==> config.mk <==
export PLATFORM = sky130hd
export DESIGN_NAME = wb_counter_regs
export DESIGN_NICKNAME = d
export VERILOG_FILES = /design/src/rtl/wb_counter_regs.sv
export SDC_FILE = /design/constraint.sdc
export NUM_CORES = 1
export LEC_CHECK = 0
export CORE_MARGIN = 1
export CORE_UTILIZATION = 50
export CTS_CLUSTER_DIAMETER = 200
export CTS_CLUSTER_SIZE = 24
export DETAILED_ROUTE_END_ITERATION = 8
export DONT_BUFFER_PORTS = 1
export GPL_ROUTABILITY_DRIVEN = 0
export PLACE_DENSITY = 0.72
export SYNTH_ARGS = -nofsm -noshare
export SYNTH_HDL_FRONTEND = slang
export SYNTH_SLANG_ARGS = --single-unit
==> constraint.sdc <==
create_clock -name clk -period 1.1 [get_ports clk]
set_input_delay 0.11 -clock clk [delete_from_list [all_inputs] [get_ports clk]]
set_output_delay 0.11 -clock clk [all_outputs]
set_load 0.005 [all_outputs]
==> src/rtl/wb_counter_regs.sv <==
`default_nettype none
// ============================================================================
// Module   : wb_counter_regs
// Brief    : Wishbone B4 classic register slave that controls an up/down counter.
//            It also turns counter wrap events into sticky flags and a level IRQ.
// Revision : 1.0
// ============================================================================
module wb_counter_regs #(
    parameter int CNT_W = 4,
    parameter int WB_DW = 32
) (
    input  logic               clk,
    input  logic               rst_n,
    input  logic               wb_cyc_i,
    input  logic               wb_stb_i,
    input  logic               wb_we_i,
    input  logic [3:0]         wb_adr_i,
    input  logic [WB_DW-1:0]   wb_dat_i,
    input  logic [WB_DW/8-1:0] wb_sel_i,
    output logic [WB_DW-1:0]   wb_dat_o,
    output logic               wb_ack_o,
    output logic               cnt_en_o,
    output logic               cnt_up_down_o,
    input  logic [CNT_W-1:0]   cnt_count_i,
    output logic               irq_o
);

    localparam logic [1:0]       c_ADR_CTRL   = 2'd0;
    localparam logic [1:0]       c_ADR_COUNT  = 2'd1;
    localparam logic [1:0]       c_ADR_STATUS = 2'd2;
    localparam logic [CNT_W-1:0] c_CNT_ONES   = '1;
    localparam logic [CNT_W-1:0] c_CNT_ZERO   = '0;

    logic             r_ack;
    logic [WB_DW-1:0] r_dat;
    logic             r_en;
    logic             r_up;
    logic             r_ovf;
    logic             r_unf;
    logic             r_ovf_ie;
    logic             r_unf_ie;
    logic             r_irq;
    logic [CNT_W-1:0] r_prev_cnt;

    logic             w_req;
    logic             w_wr;
    logic             w_ctrl_wr;
    logic             w_status_wr;
    logic             w_ie_wr;
    logic             w_ovf_evt;
    logic             w_unf_evt;
    logic             w_ovf_clr;
    logic             w_unf_clr;
    logic [WB_DW-1:0] w_rd_data;
    logic             w_unused;

    // A request is never re-accepted while its ack is still on the bus.
    assign w_req       = wb_cyc_i & wb_stb_i & ~r_ack;
    assign w_wr        = w_req & wb_we_i & wb_sel_i[0];
    assign w_ctrl_wr   = w_wr && (wb_adr_i[3:2] == c_ADR_CTRL);
    assign w_status_wr = w_wr && (wb_adr_i[3:2] == c_ADR_STATUS);
    assign w_ie_wr     = w_wr && (wb_adr_i[3:2] == 2'd3);

    assign w_ovf_evt = (r_prev_cnt == c_CNT_ONES) && (cnt_count_i == c_CNT_ZERO);
    assign w_unf_evt = (r_prev_cnt == c_CNT_ZERO) && (cnt_count_i == c_CNT_ONES);
    assign w_ovf_clr = w_status_wr & wb_dat_i[0];
    assign w_unf_clr = w_status_wr & wb_dat_i[1];

    assign w_unused = &{1'b0, wb_sel_i, wb_dat_i, wb_adr_i[1:0]};

    always_comb begin
        w_rd_data = '0;
        case (wb_adr_i[3:2])
            c_ADR_CTRL:   w_rd_data[1:0]       = {r_up, r_en};
            c_ADR_COUNT:  w_rd_data[CNT_W-1:0] = cnt_count_i;
            c_ADR_STATUS: w_rd_data[1:0]       = {r_unf, r_ovf};
            default:      w_rd_data[1:0]       = {r_unf_ie, r_ovf_ie};
        endcase
    end

    always_ff @(posedge clk or negedge rst_n) begin
        if (!rst_n) begin
            r_ack      <= 1'b0;
            r_dat      <= '0;
            r_en       <= 1'b0;
            r_up       <= 1'b1;
            r_ovf      <= 1'b0;
            r_unf      <= 1'b0;
            r_ovf_ie   <= 1'b0;
            r_unf_ie   <= 1'b0;
            r_irq      <= 1'b0;
            r_prev_cnt <= '0;
        end else begin
            r_ack      <= w_req;
            r_dat      <= (w_req && !wb_we_i) ? w_rd_data : '0;
            r_prev_cnt <= cnt_count_i;
            if (w_ctrl_wr) begin
                r_en <= wb_dat_i[0];
                r_up <= wb_dat_i[1];
            end
            if (w_ie_wr) begin
                r_ovf_ie <= wb_dat_i[0];
                r_unf_ie <= wb_dat_i[1];
            end
            // A new wrap event outranks a clear landing in the same cycle.
            r_ovf <= w_ovf_evt | (r_ovf & ~w_ovf_clr);
            r_unf <= w_unf_evt | (r_unf & ~w_unf_clr);
            r_irq <= (r_ovf & r_ovf_ie) | (r_unf & r_unf_ie);
        end
    end

    assign wb_ack_o      = r_ack;
    assign wb_dat_o      = r_dat;
    assign cnt_en_o      = r_en;
    assign cnt_up_down_o = r_up;
    assign irq_o         = r_irq;

endmodule
`default_nettype wire

==> qor.yml <==
clock_network:
  clockBufferDepth: 2
  cts_tree: "done"
  clkTransAtPathRegs_ns: 0.09
  cts.root.buffer_cell: "clkbuf_4"
  htreeDepth: 1
  clock_sinks: 16
  cts_inserted_buffers: 3
  clk_latency_ns: 0.28
worst_setup_path:
  startpoint: "wb_ack_o"
  required_ns: 1.27
  cp-end-kind: "flop"
  cp.arrival_ns: 1.48
  crit_end: "cnt_en_o"
  r2r_slack_ns: -0.21
  reg2reg_from: "wb_ack_o"
  cp-start-kind: "flop"
  worst-path-max-fanout: 5
  rr_endpoint: "cnt_en_o"
  path_class: "reg2reg"
  r2r_cells: 3
grt:
  grt-ovfl-total: 0
  grt_pass1_wl_mm: 2.36
  antenna_found_initial: 0
  grt_use_total_pct: 17.1
  grt_pass1_vias: 529
  grt_max_degree: 17
final_layout:
  finish.utilization_pct: 67.9
  fin_cells: 124
  final_nets: 150
  drive_above_1_share_pct: 30.0
  area_growth_pct: 20.0
  antennaDiodeCount: 0
  final_area_um2: 1080
synthesis:
  yosysMostFrequentCell: "buf_4"
  synth_edf_count: 0
  ys_ff_latch: 16
  synth_async_sr_flop_share_pct: 100
  synthTopCellsByArea: "dfrtp_1, buf_4, mux2_2"
  netlist_top_cells_count: "buf_4, dfrtp_1, mux2_2"
  ys_seq_area_share_pct: 44.5
  synth_warnings: 0
  syn_avg_cell_area_um2: 12.0
  synth.top_cell.area_share_pct: 41.6
  syn_area_um2: 902
  synth_area_leader_cell: "dfrtp_1"
  synth_top_flop_cell: "dfrtp_1"
  syn-instance-count: 75
  yosys.cell_types.count: 21
hold_path:
  holdPathStages: 2
  hp-class: "in2reg"
die:
  core.rowCount: 14
  start_util_pct: 56.6
  dieArea_um2: 1980
  ios: 85
  die_y_um: 44.5
  coreArea_um2: 1590
  die_x_um: 44.5
sta:
  fin_crit_sh_pct: 119
  drv_slew: 0
  slew_headroom_pct: 52.4
  finalHoldViolations: 0
  skew_ns: 0.00619
  setup_viol: 10
  final_critical_path_setup_slack_ns: -0.211
  clock.fmax_ghz: 0.763
  min_period_ns: 1.31
  rsz0062_at_grt: "yes"
  fin_hold_ws_ns: 0.000768
  worst_pin_slew_ns: 0.712
routing:
  drc: 0
  dr.pass1.iters: 4
  ant_nets: 0
  drt_wl_total_mm: 1.57
  viasPerCell: 4.54
  route.vias.total: 563
  initialDrtViolationCount: 11
  wire_per_inst_um: 12.6
power_and_ir_drop:
  p_total_mw: 1.27
  p_sw_uw: 310
  leakage_nw: 0.525
  p_comb_share_pct: 21.9
  vdd_ir_drop_max_uv: 1050
  swShare_pct: 24.5
  p_per_area_nw_per_um2: 1170
  clockPowerShare_pct: 24.7
  p_int_uw: 956
  pwr-share-seq_pct: 53.5
placement:
  hpwl_mm: 1.11
  numPortBuffers: 0
  dpl.cell_count: 105
  dpl-instance-area_um2: 872
status:
  violations: "negative setup slack"
  status: "complete, but fails checks"
flow_run:
  max_cap_violations: 0
## metrics by stage
stage / worst slack [ns] / setup TNS [ns]
4_1_cts: -0.228 / -1.28
2_1_floorplan: -0.189 / -0.662
5_1_grt: -0.278 / -2.08
6_report: -0.211 / -1.47
3_3_place_gp: -0.190 / -0.903
3_5_place_dp: -0.213 / -1.10
## registers in the layout (all words and copies together) (netlist names)
register	cells
cnt_en_o	1
cnt_up_down_o	1
irq_o	1
r_ovf	1
r_ovf_ie	1
r_prev_cnt	4
r_unf	1
r_unf_ie	1
wb_ack_o	1
wb_dat_o	4
## metal layers
metal  global-route usage [%]  wire (um)  vias up
met5                        0          0        -
met4                     3.03          0        0
met3                     8.16        139        0
met1                     19.8        627      270
li1                         -          -      256
met2                     29.1        799       37
## power groups by stage
stage	registers [mW]	logic, mW	clock network [mW]
final	0.677	0.277	0.312
after floorplan	0.686	0.187	0
after global placement	0.685	0.185	0
after CTS	0.676	0.249	0.323
after global routing	0.684	0.304	0.348
after detailed placement	0.689	0.189	0
## cell usage in the layout, fill, tap and decap left out, drive strengths merged, types with 2 or more instances in the layout
master	instances
and2	2
buf	12
clkbuf	4
conb	28
dfrtp	15
dlygate4sd3	11
inv	3
mux2	4
mux4	2
nand2	2
nand4b	2
nor3b	2
o21ai	2
o41ai	2
or4b	2
## layout make-up
type	count	area [um^2]
clock buffer	4	26.3
fill	133	512
inverter	3	11.3
multi-input combinational	54	413
sequential	16	402
tap	24	30.0
timing repair buffer	23	200
## timing repair
action,CTS,global route
hold buffers,9,2
buffers inserted,2,2
endpoints found under the hold margin,29,1
pin swaps,1,1
endpoints found under the setup margin,9,10
resized for setup,2,7
## how the worst min path moves through the flow
stage                   start             to
6_report       cnt_count_i[1]          r_ovf
5_1_grt        cnt_count_i[1]          r_ovf
4_1_cts           wb_adr_i[2]          r_ovf
3_5_place_dp            rst_n    wb_dat_o[2]
3_3_place_gp            rst_n  r_prev_cnt[2]
2_1_floorplan           rst_n       cnt_en_o
## cell families (layout without fill, tap and decap cells)
group,after synthesis,count (layout),share of synthesized area (%)
DFF,16,16,44.5
AOI/OAI and AO/OA,5,5,4.02
muxes,6,6,9.99
and+or+nand+nor,15,15,15.3
other,1,28,0.416
buffers and inverters,32,30,25.8
## worst max-delay path, cell delays in order, from the launching register on
cell      delay (ns)
dfrtp_1         0.39
nand3b_4        0.20
nor4_4          0.28
mux2_4          0.33
No activity file was read; power rests on OpenSTA's default activity.
